**src/rtl/pipelined_addsub.sv**
```systemverilog
// Pipelined WIDTH-bit add/subtract: the carry chain is cut into STAGES registered
// CW-bit ripple segments. Operands skew through the pipe alongside the partial sum.
module pipelined_addsub #(
  parameter int WIDTH  = 32,
  parameter int STAGES = 4
) (
  input  logic             clk,
  input  logic             rst_n,
  input  logic             in_valid,
  output logic             in_ready,
  input  logic [1:0]       op,
  input  logic             cin,
  input  logic [WIDTH-1:0] a,
  input  logic [WIDTH-1:0] b,
  output logic             out_valid,
  input  logic             out_ready,
  output logic [WIDTH-1:0] sum,
  output logic             carry,
  output logic             overflow,
  output logic             zero
);

  // WIDTH must be a multiple of STAGES; each stage owns one CW-bit segment.
  localparam int CW   = WIDTH / STAGES;
  localparam int LAST = STAGES - 1;

  // Handshake: a transfer happens on a rising edge where valid && ready.
  // in_ready is a pure function of pipeline occupancy and out_ready, never of
  // in_valid; out_valid/sum/flags stay frozen until the consumer takes them.

  logic [STAGES-1:0] v_q, v_d;
  logic [STAGES-1:0] c_q, c_d;
  logic [WIDTH-1:0]  a_q  [STAGES];
  logic [WIDTH-1:0]  a_d  [STAGES];
  logic [WIDTH-1:0]  bp_q [STAGES];
  logic [WIDTH-1:0]  bp_d [STAGES];
  logic [WIDTH-1:0]  s_q  [STAGES];
  logic [WIDTH-1:0]  s_d  [STAGES];
  logic              ovf_q, ovf_d;
  logic              zero_q, zero_d;

  logic [STAGES-1:0] src_v, src_c;
  logic [WIDTH-1:0]  src_a [STAGES];
  logic [WIDTH-1:0]  src_b [STAGES];
  logic [WIDTH-1:0]  src_s [STAGES];
  logic [WIDTH-1:0]  s_new [STAGES];
  logic [STAGES-1:0] c_new;
  logic [STAGES-1:0] ld, en;
  logic [WIDTH-1:0]  b_prep;
  logic              c0;
  logic              rc, msb_cin;
  logic              ovf_new, zero_new;

  always_comb begin
    b_prep = op[0] ? ~b : b;
    unique case (op)
      2'b00:   c0 = 1'b0;
      2'b01:   c0 = 1'b1;
      default: c0 = cin;
    endcase
  end

  // Each stage is fed from the previous stage's registers, stage 0 from the ports.
  always_comb begin
    src_v    = '0;
    src_c    = '0;
    src_v[0] = in_valid;
    src_c[0] = c0;
    src_a[0] = a;
    src_b[0] = b_prep;
    src_s[0] = '0;
    for (int i = 1; i < STAGES; i++) begin
      src_v[i] = v_q[i-1];
      src_c[i] = c_q[i-1];
      src_a[i] = a_q[i-1];
      src_b[i] = bp_q[i-1];
      src_s[i] = s_q[i-1];
    end
  end

  always_comb begin
    rc       = 1'b0;
    msb_cin  = 1'b0;
    c_new    = '0;
    for (int i = 0; i < STAGES; i++) begin
      s_new[i] = src_s[i];
      rc       = src_c[i];
      for (int j = 0; j < CW; j++) begin
        if (i == LAST && j == CW - 1) msb_cin = rc;
        s_new[i][i*CW+j] = src_a[i][i*CW+j] ^ src_b[i][i*CW+j] ^ rc;
        rc = (src_a[i][i*CW+j] & src_b[i][i*CW+j]) |
             (rc & (src_a[i][i*CW+j] ^ src_b[i][i*CW+j]));
      end
      c_new[i] = rc;
    end
    ovf_new  = msb_cin ^ c_new[LAST];
    zero_new = (s_new[LAST] == '0);
  end

  // A stage loads when empty or when its occupant moves on; this also lets
  // bubbles collapse behind a stalled output stage.
  always_comb begin
    ld       = '0;
    ld[LAST] = ~v_q[LAST] | out_ready;
    for (int i = LAST - 1; i >= 0; i--) begin
      ld[i] = ~v_q[i] | ld[i+1];
    end
    en  = ld & src_v;
    v_d = v_q;
    for (int i = 0; i < STAGES; i++) begin
      if (ld[i]) v_d[i] = src_v[i];
    end
  end

  always_comb begin
    c_d    = c_q;
    ovf_d  = en[LAST] ? ovf_new  : ovf_q;
    zero_d = en[LAST] ? zero_new : zero_q;
    for (int i = 0; i < STAGES; i++) begin
      a_d[i]  = en[i] ? src_a[i] : a_q[i];
      bp_d[i] = en[i] ? src_b[i] : bp_q[i];
      s_d[i]  = en[i] ? s_new[i] : s_q[i];
      if (en[i]) c_d[i] = c_new[i];
    end
  end

  always_ff @(posedge clk or negedge rst_n) begin
    if (!rst_n) begin
      v_q    <= '0;
      c_q    <= '0;
      ovf_q  <= 1'b0;
      zero_q <= 1'b0;
      for (int i = 0; i < STAGES; i++) begin
        a_q[i]  <= '0;
        bp_q[i] <= '0;
        s_q[i]  <= '0;
      end
    end else begin
      v_q    <= v_d;
      c_q    <= c_d;
      ovf_q  <= ovf_d;
      zero_q <= zero_d;
      for (int i = 0; i < STAGES; i++) begin
        a_q[i]  <= a_d[i];
        bp_q[i] <= bp_d[i];
        s_q[i]  <= s_d[i];
      end
    end
  end

  assign in_ready  = ld[0];
  assign out_valid = v_q[LAST];
  assign sum       = s_q[LAST];
  assign carry     = c_q[LAST];
  assign overflow  = ovf_q;
  assign zero      = zero_q;

endmodule

```
**config.mk**
```make
export PLATFORM = sky130hd
export DESIGN_NAME = pipelined_addsub
export DESIGN_NICKNAME = d
export VERILOG_FILES = /design/src/rtl/pipelined_addsub.sv
export SDC_FILE = /design/constraint.sdc
export NUM_CORES = 1
export LEC_CHECK = 0
export CAP_MARGIN = 20
export CORE_MARGIN = 5
export CORE_UTILIZATION = 59
export DETAILED_ROUTE_END_ITERATION = 10
export GPL_ROUTABILITY_DRIVEN = 1
export PLACE_DENSITY = 0.93
export SLEW_MARGIN = 20
export SYNTH_ARGS = -nofsm -noshare
export SYNTH_HDL_FRONTEND = slang
export SYNTH_SLANG_ARGS = --single-unit
```
**constraint.sdc**
```tcl
create_clock -name clk -period 9 [get_ports clk]
set_clock_uncertainty 0.1 [all_clocks]
set_input_delay 2.25 -clock clk [delete_from_list [all_inputs] [get_ports clk]]
set_output_delay 2.25 -clock clk [all_outputs]
set_load 0.01 [all_outputs]
```
==> results_dict.tcl, run 1 <==
set metrics [dict create \
    swShare_pct 29.6 \
    drc 0 \
    comb_power_share_pct 31.8 \
    grt_pass1_wl_mm 26.0 \
    p_total_mw 3.00 \
    timing.critical_path.mode_cell "clkdlybuf4s50_1" \
    track_usage_pct 21.1 \
    dp_hpwl_mm 10.7 \
    cp.arrival_ns 3.96 \
    cts_made_buffers 17 \
    drive_above_1_share_pct 28.3 \
    synth_edf_count 0 \
    core-area_um2 13300 \
    wirelength_mm 15.7 \
    grt_pass1_vias 5005 \
    ys_ff_latch 186 \
    syn_area_per_cell_um2 15.5 \
    slew_viol_final 0 \
    critPathCaptureType "output pin" \
    grt_max_degree 102 \
    max_freq_mhz 159 \
    clockBufferDepth 2 \
    dr_wl_met3_um 537 \
    cts.clk_slew.worst_paths_ns 0.06 \
    gr-total-overflow 0 \
    ant_nets 0 \
    criticalPathCategory "input port to output pin" \
    rsz0062_at_grt "false" \
    fill_cells 825 \
    syn_area_um2 8050 \
    start_util_pct 60.5 \
    die_w_um 127 \
    cp_slowest_cell "clkdlybuf4s50_1" \
    cts_setup_buffers 0 \
    yosys_warnings 0 \
    cp-start-kind "input port" \
    synth_nets 621 \
    crit_chain "clkdlybuf4s50_1, nand4b_2, or2_2, clkdlybuf4s50_1" \
    die-area_um2 16100 \
    drt_first_pass_iters 4 \
    slew_headroom_pct 30.5 \
    die_h_um 127 \
    setup_slack_ns 2.69 \
    layout_common_cells "dfrtp_1 (186), mux2_2 (144), clkdlybuf4s50_1 (105)" \
    first_iter_violations 261 \
    seqPwrFrac_pct 45.3 \
    power.leakage_nw 4.20 \
    cts_tree "built" \
    worstMarginPinSlew_ns 1.04 \
    holdBufCountCts 0 \
    highest-signal-layer "met4" \
    synth_cell_type_count 27 \
    worstHoldPathType "register to register" \
    outcome "finished, final reports clean" \
    layout_commonest_cell "dfrtp_1" \
    io_buffers 107 \
    clkSinkCount 186 \
    design_area_um2 9780 \
    hold_viol 0 \
    syn_to_final_growth_pct 21.5 \
    wl_per_cell_um 19.3 \
    cp_slowest_stage_delay_ns 0.49 \
    h-tree-depth 4 \
    drv_cap 0 \
    p_sw_mw 0.888 \
    report.final.setup_viol 0 \
    fp-row-count 42 \
    cts-root-buf "clkbuf_16" \
    antenna_cells 0 \
    p_int_mw 2.12 \
    ys_seq_area_share_pct 57.8 \
    synth_cells 518 \
    nets 730 \
    gp_congestion 0.817 \
    avgViaCountPerCell 5.35 \
    p_clk_share_pct 22.9 \
    crit_fanout 4 \
    period_minus_slack_ns 6.31 \
    wl_met1_mm 6.59 \
    place_ws_ns 2.39 \
    power_density_nw_per_um2 307 \
    clk_latency_ns 0.42 \
    post_cts_resized 0 \
    synth_top_flop_cell "dfrtp_1" \
    cp.required_ns 6.65 \
    irDropWorstVdd_mv 0.139 \
    synthArstFlopShare_pct 100 \
    dr_wl_met2_mm 8.22 \
    antenna_found_initial 0 \
    vias 4345 \
    ios 108 \
    post-route-period-util_pct 70.1 \
    dpl_cell_area_um2 9240 \
    finalSetupTns_ns 0 \
]
## flip-flops by register name, summed over array words and instances, names as in the netlist
register,cells
a_q,48
overflow,1
v_q,4
c_q,4
sum,32
bp_q,48
zero,1
s_new,48
## critical path: cells and delay by family
kind	cells	cell delay, ns
buffers and inverters	2	0.97
and+or+nand+nor	2	0.74
## final cells by class
class,instances,area [um^2],area share [%]
flip-flops and latches,186,4650,47.6
inverters,32,120,1.23
clock inverters,3,40.0,0.409
repair buffers,112,1110,11.4
well taps,176,220,2.25
clock buffers,25,495,5.07
multi-input cells,278,3140,32.1
## cell families after synthesis
kind of cell | share of synthesized area, %
AOI/OAI and AO/OA | 1.03
xor gates and xnor gates | 3.59
adders and majority gates | 7.96
buffers and inverters | 3.37
DFF | 57.8
muxes | 24.5
and+or+nand+nor | 1.74
## power groups by stage
stage | Sequential [mW] | Combinational [mW] | Clock, mW
floorplan | 1.34 | 0.550 | 0
global placement | 1.35 | 0.891 | 0
detailed placement | 1.37 | 0.948 | 0
CTS | 1.36 | 0.969 | 0.697
global route | 1.40 | 1.05 | 0.730
finish | 1.36 | 0.956 | 0.688
## cells in the mapped netlist, types with 2 or more instances
master	count	area share, %
nand2_1	5	0.23
fa_1	32	8.0
nor4b_1	2	0.22
xnor2_1	6	0.65
o21ai_0	11	0.68
dfrtp_1	186	58
xor2_1	27	2.9
nand2b_1	3	0.23
inv_1	32	1.5
mux2i_1	8	0.99
nand4_1	2	0.16
buf_6	4	0.56
nor4_1	6	0.47
buf_2	13	0.81
mux2_2	144	20
buf_4	3	0.28
mux2_1	24	3.4
## metal layers
metal | vias to the layer above | track usage (%)
met5 | - | 0
met4 | 0 | 8.39
met3 | 27 | 3.95
met2 | 85 | 35.7
met1 | 2262 | 27.0
li1 | 1971 | -
## final timing paths
kind	startpoint	endpoint	slack, ns	cells past startpoint
worst max register to register	c_q[2]$_DFFE_PN0P_	zero$_DFFE_PN0P_	4.61	14
worst min-delay path	a_q[126]$_DFFE_PN0P_	a_q[126]$_DFFE_PN0P_	0.40	1
min in group asynchronous	rst_n	a_q[120]$_DFFE_PN0P_	1.80	1
worst max-delay path	out_ready	in_ready	2.69	4
max in group asynchronous	rst_n	s_new[16]$_DFFE_PN0P_	5.75	2
worst min register to register	a_q[126]$_DFFE_PN0P_	a_q[126]$_DFFE_PN0P_	0.40	1
## per-stage QoR
step                      hold slack, ns  util [%]  std cells
after floorplan                    0.360         -        518
after global placement             0.371      69.5        784
after detailed placement           0.377      69.5        784
after CTS                          0.399      73.5        812
after global routing               0.418      73.5        812
final                              0.398      73.5        812
Power figures use the tool's default switching activity.
==> inputs of run 2 (changes only) <==
--- a/config.mk
+++ b/config.mk
@@ -7,10 +7,10 @@
 export LEC_CHECK = 0
 export CAP_MARGIN = 20
 export CORE_MARGIN = 5
-export CORE_UTILIZATION = 59
+export CORE_UTILIZATION = 50
 export DETAILED_ROUTE_END_ITERATION = 10
 export GPL_ROUTABILITY_DRIVEN = 1
-export PLACE_DENSITY = 0.93
+export PLACE_DENSITY = 0.85
 export SLEW_MARGIN = 20
 export SYNTH_ARGS = -nofsm -noshare
 export SYNTH_HDL_FRONTEND = slang
==> constraint.sdc (replaced) <==
create_clock -name clk -period 5.4 [get_ports clk]
set_clock_uncertainty 0.1 [all_clocks]
set_input_delay 1.35 -clock clk [delete_from_list [all_inputs] [get_ports clk]]
set_output_delay 1.35 -clock clk [all_outputs]
set_load 0.01 [all_outputs]
==> run 2 against run 1 <==
Against the previous run: first-iteration DRC count fell by 46%; sequential power rose by 67%; cell area rose by 1.4%; global-route usage fell by 2.8 points; count of clock-buffer cells in the layout fell by 7; routed wire length fell by 0.25%; via count fell by 1.6%; sequential share of layout area fell by 0.66 points; hold slack got worse by 0.0068 ns; sequential cell count did not move; die area rose by 17%; clock power rose by 85%; critical endpoint is now s_new[71]$_DFFE_PN0P_.
==> results_dict.tcl, run 2 (synthesized netlist as in run 1, its figures left out) <==
set metrics [dict create \
    outcome "finished, final reports clean" \
    drc 0 \
    p_total_mw 5.10 \
    criticalPathCategory "input port to register" \
    cts-root-buf "clkbuf_16" \
    slew_viol_final 0 \
    regToRegSetupSlack_ns 1.20 \
    p_int_mw 3.58 \
    post-route-period-util_pct 96.2 \
    die-area_um2 18700 \
    cp.depth 13 \
    gr-total-overflow 0 \
    timing.critical_path.mode_cell "fa_1" \
    io_buffers 107 \
    drive_above_1_share_pct 29.6 \
    gp_congestion 0.777 \
    drt_first_pass_iters 4 \
    grt_max_degree 131 \
    cp-start-kind "input port" \
    finalSetupTns_ns 0 \
    holdBufCountCts 0 \
    drv_cap 0 \
    fp-row-count 46 \
    comb_power_share_pct 30.6 \
    rr_worst_depth 14 \
    cp.required_ns 5.61 \
    die_w_um 137 \
    h-tree-depth 4 \
    first_iter_violations 140 \
    cp_top_family "adder cells" \
    syn_to_final_growth_pct 23.2 \
    cts_tree "built" \
    avgViaCountPerCell 4.98 \
    fin_util_pct 62.6 \
    track_usage_pct 18.3 \
    ios 108 \
    antenna_cells 0 \
    design_area_um2 9920 \
    p_clk_share_pct 25.0 \
    worstHoldPathType "register to register" \
    vias 4275 \
    p_sw_mw 1.51 \
    dp_hpwl_mm 11.1 \
    layout_common_cells "dfrtp_1 (186), mux2_2 (144), clkdlybuf4s50_1 (105)" \
    layout_commonest_cell "dfrtp_1" \
    cts_setup_buffers 0 \
    die_h_um 137 \
    clockBufferDepth 2 \
    ant_nets 0 \
    dpl_cell_area_um2 9300 \
    nets 732 \
    crit_fanout 1 \
    report.final.setup_viol 0 \
    max_freq_mhz 192 \
    seqPwrFrac_pct 44.5 \
    cts.clk_slew.worst_paths_ns 0.06 \
    cp.arrival_ns 5.41 \
    power_density_nw_per_um2 514 \
    wl_per_cell_um 18.2 \
    setup_slack_ns 0.205 \
    worstMarginPinSlew_ns 1.03 \
    cp_slowest_stage_delay_ns 0.47 \
    start_util_pct 50.9 \
    clkSinkCount 186 \
    wirelength_mm 15.6 \
    power.leakage_nw 4.24 \
    place_ws_ns -0.293 \
    irDropWorstVdd_mv 0.306 \
    crit_chain "clkdlybuf4s50_1, xor2_1, fa_1, inv_1, fa_1, fa_1, fa_1, fa_1, fa_1, fa_1, inv_1, fa_1, mux2_2" \
    crit_buf_inv 3 \
    antenna_found_initial 0 \
    post_cts_resized 0 \
    grt_pass1_vias 4923 \
    cp_slowest_cell "clkdlybuf4s50_1" \
    critPathCaptureType "register" \
    hold_viol 0 \
    hold_depth 1 \
    clk_latency_ns 0.43 \
    cts_made_buffers 17 \
    swShare_pct 29.7 \
    core-area_um2 15800 \
    period_minus_slack_ns 5.20 \
    grt_pass1_wl_mm 26.0 \
    slew_headroom_pct 31.0 \
    rsz0062_at_grt "false" \
]
==> run 2: changes by cell type in the layout (fill, tap and decap cells not counted) <==
cell	delta
clkbuf_1	-4
clkbuf_8	-4
buf_4	+3
clkinv_4	+3
clkinvlp_4	+3
bufinv_16	+2
inv_6	+2
buf_6	-1
buf_8	+1
clkinv_2	+1
==> run 2: worst reg2reg max path, cell delays in order (launching register included) <==
cell and delay, ns:
dfrtp_1 0.41, fa_1 0.46, fa_1 0.40, fa_1 0.39, fa_1 0.37, inv_1 0.08, fa_1 0.15, inv_1 0.05
fa_1 0.38, fa_1 0.44, inv_1 0.10, fa_1 0.43, nor4b_1 0.16, nand4_1 0.08, o31ai_1 0.06
==> run 2: routing by layer <==
metal / part of all wire, % / track usage [%]
met5: 0 / 0
met4: 2.2 / 6.87
met3: 4.4 / 4.12
met2: 51 / 30.4
met1: 43 / 23.7
==> run 2: final timing paths <==
check / startpoint / to
max: b[0] / s_new[71]$_DFFE_PN0P_
min reg2reg: a_q[116]$_DFFE_PN0P_ / a_q[116]$_DFFE_PN0P_
min: a_q[116]$_DFFE_PN0P_ / a_q[116]$_DFFE_PN0P_
max reg2reg: c_q[2]$_DFFE_PN0P_ / zero$_DFFE_PN0P_
max in group asynchronous: rst_n / sum[6]$_DFFE_PN0P_
min in group asynchronous: rst_n / a_q[120]$_DFFE_PN0P_
==> run 2: per-stage QoR <==
step | hold WS, ns | instances
global route | 0.415 | 858
floorplan | 0.360 | 518
CTS | 0.398 | 858
finish | 0.392 | 858
detailed placement | 0.387 | 826
global placement | 0.374 | 826
==> run 2: power groups by stage <==
| stage | clock, mW | combinational, mW | sequential, mW |
|---|---|---|---|
| finish | 1.27 | 1.56 | 2.27 |
| global route | 1.35 | 1.72 | 2.33 |
| CTS | 1.30 | 1.58 | 2.27 |
| detailed placement | 0 | 1.56 | 2.29 |
| global placement | 0 | 1.49 | 2.25 |
| floorplan | 0 | 0.917 | 2.23 |
==> run 2: area by class of cell <==
| cell class | count | area, um^2 |
|---|---|---|
| fill | 1142 | 5910 |
| multi-input combinational | 278 | 3140 |
| tap | 216 | 270 |
| timing repair buffer | 114 | 1120 |
| clock inverter | 14 | 171 |
| inverter | 32 | 120 |
| clock buffer | 18 | 439 |
| sequential | 186 | 4650 |
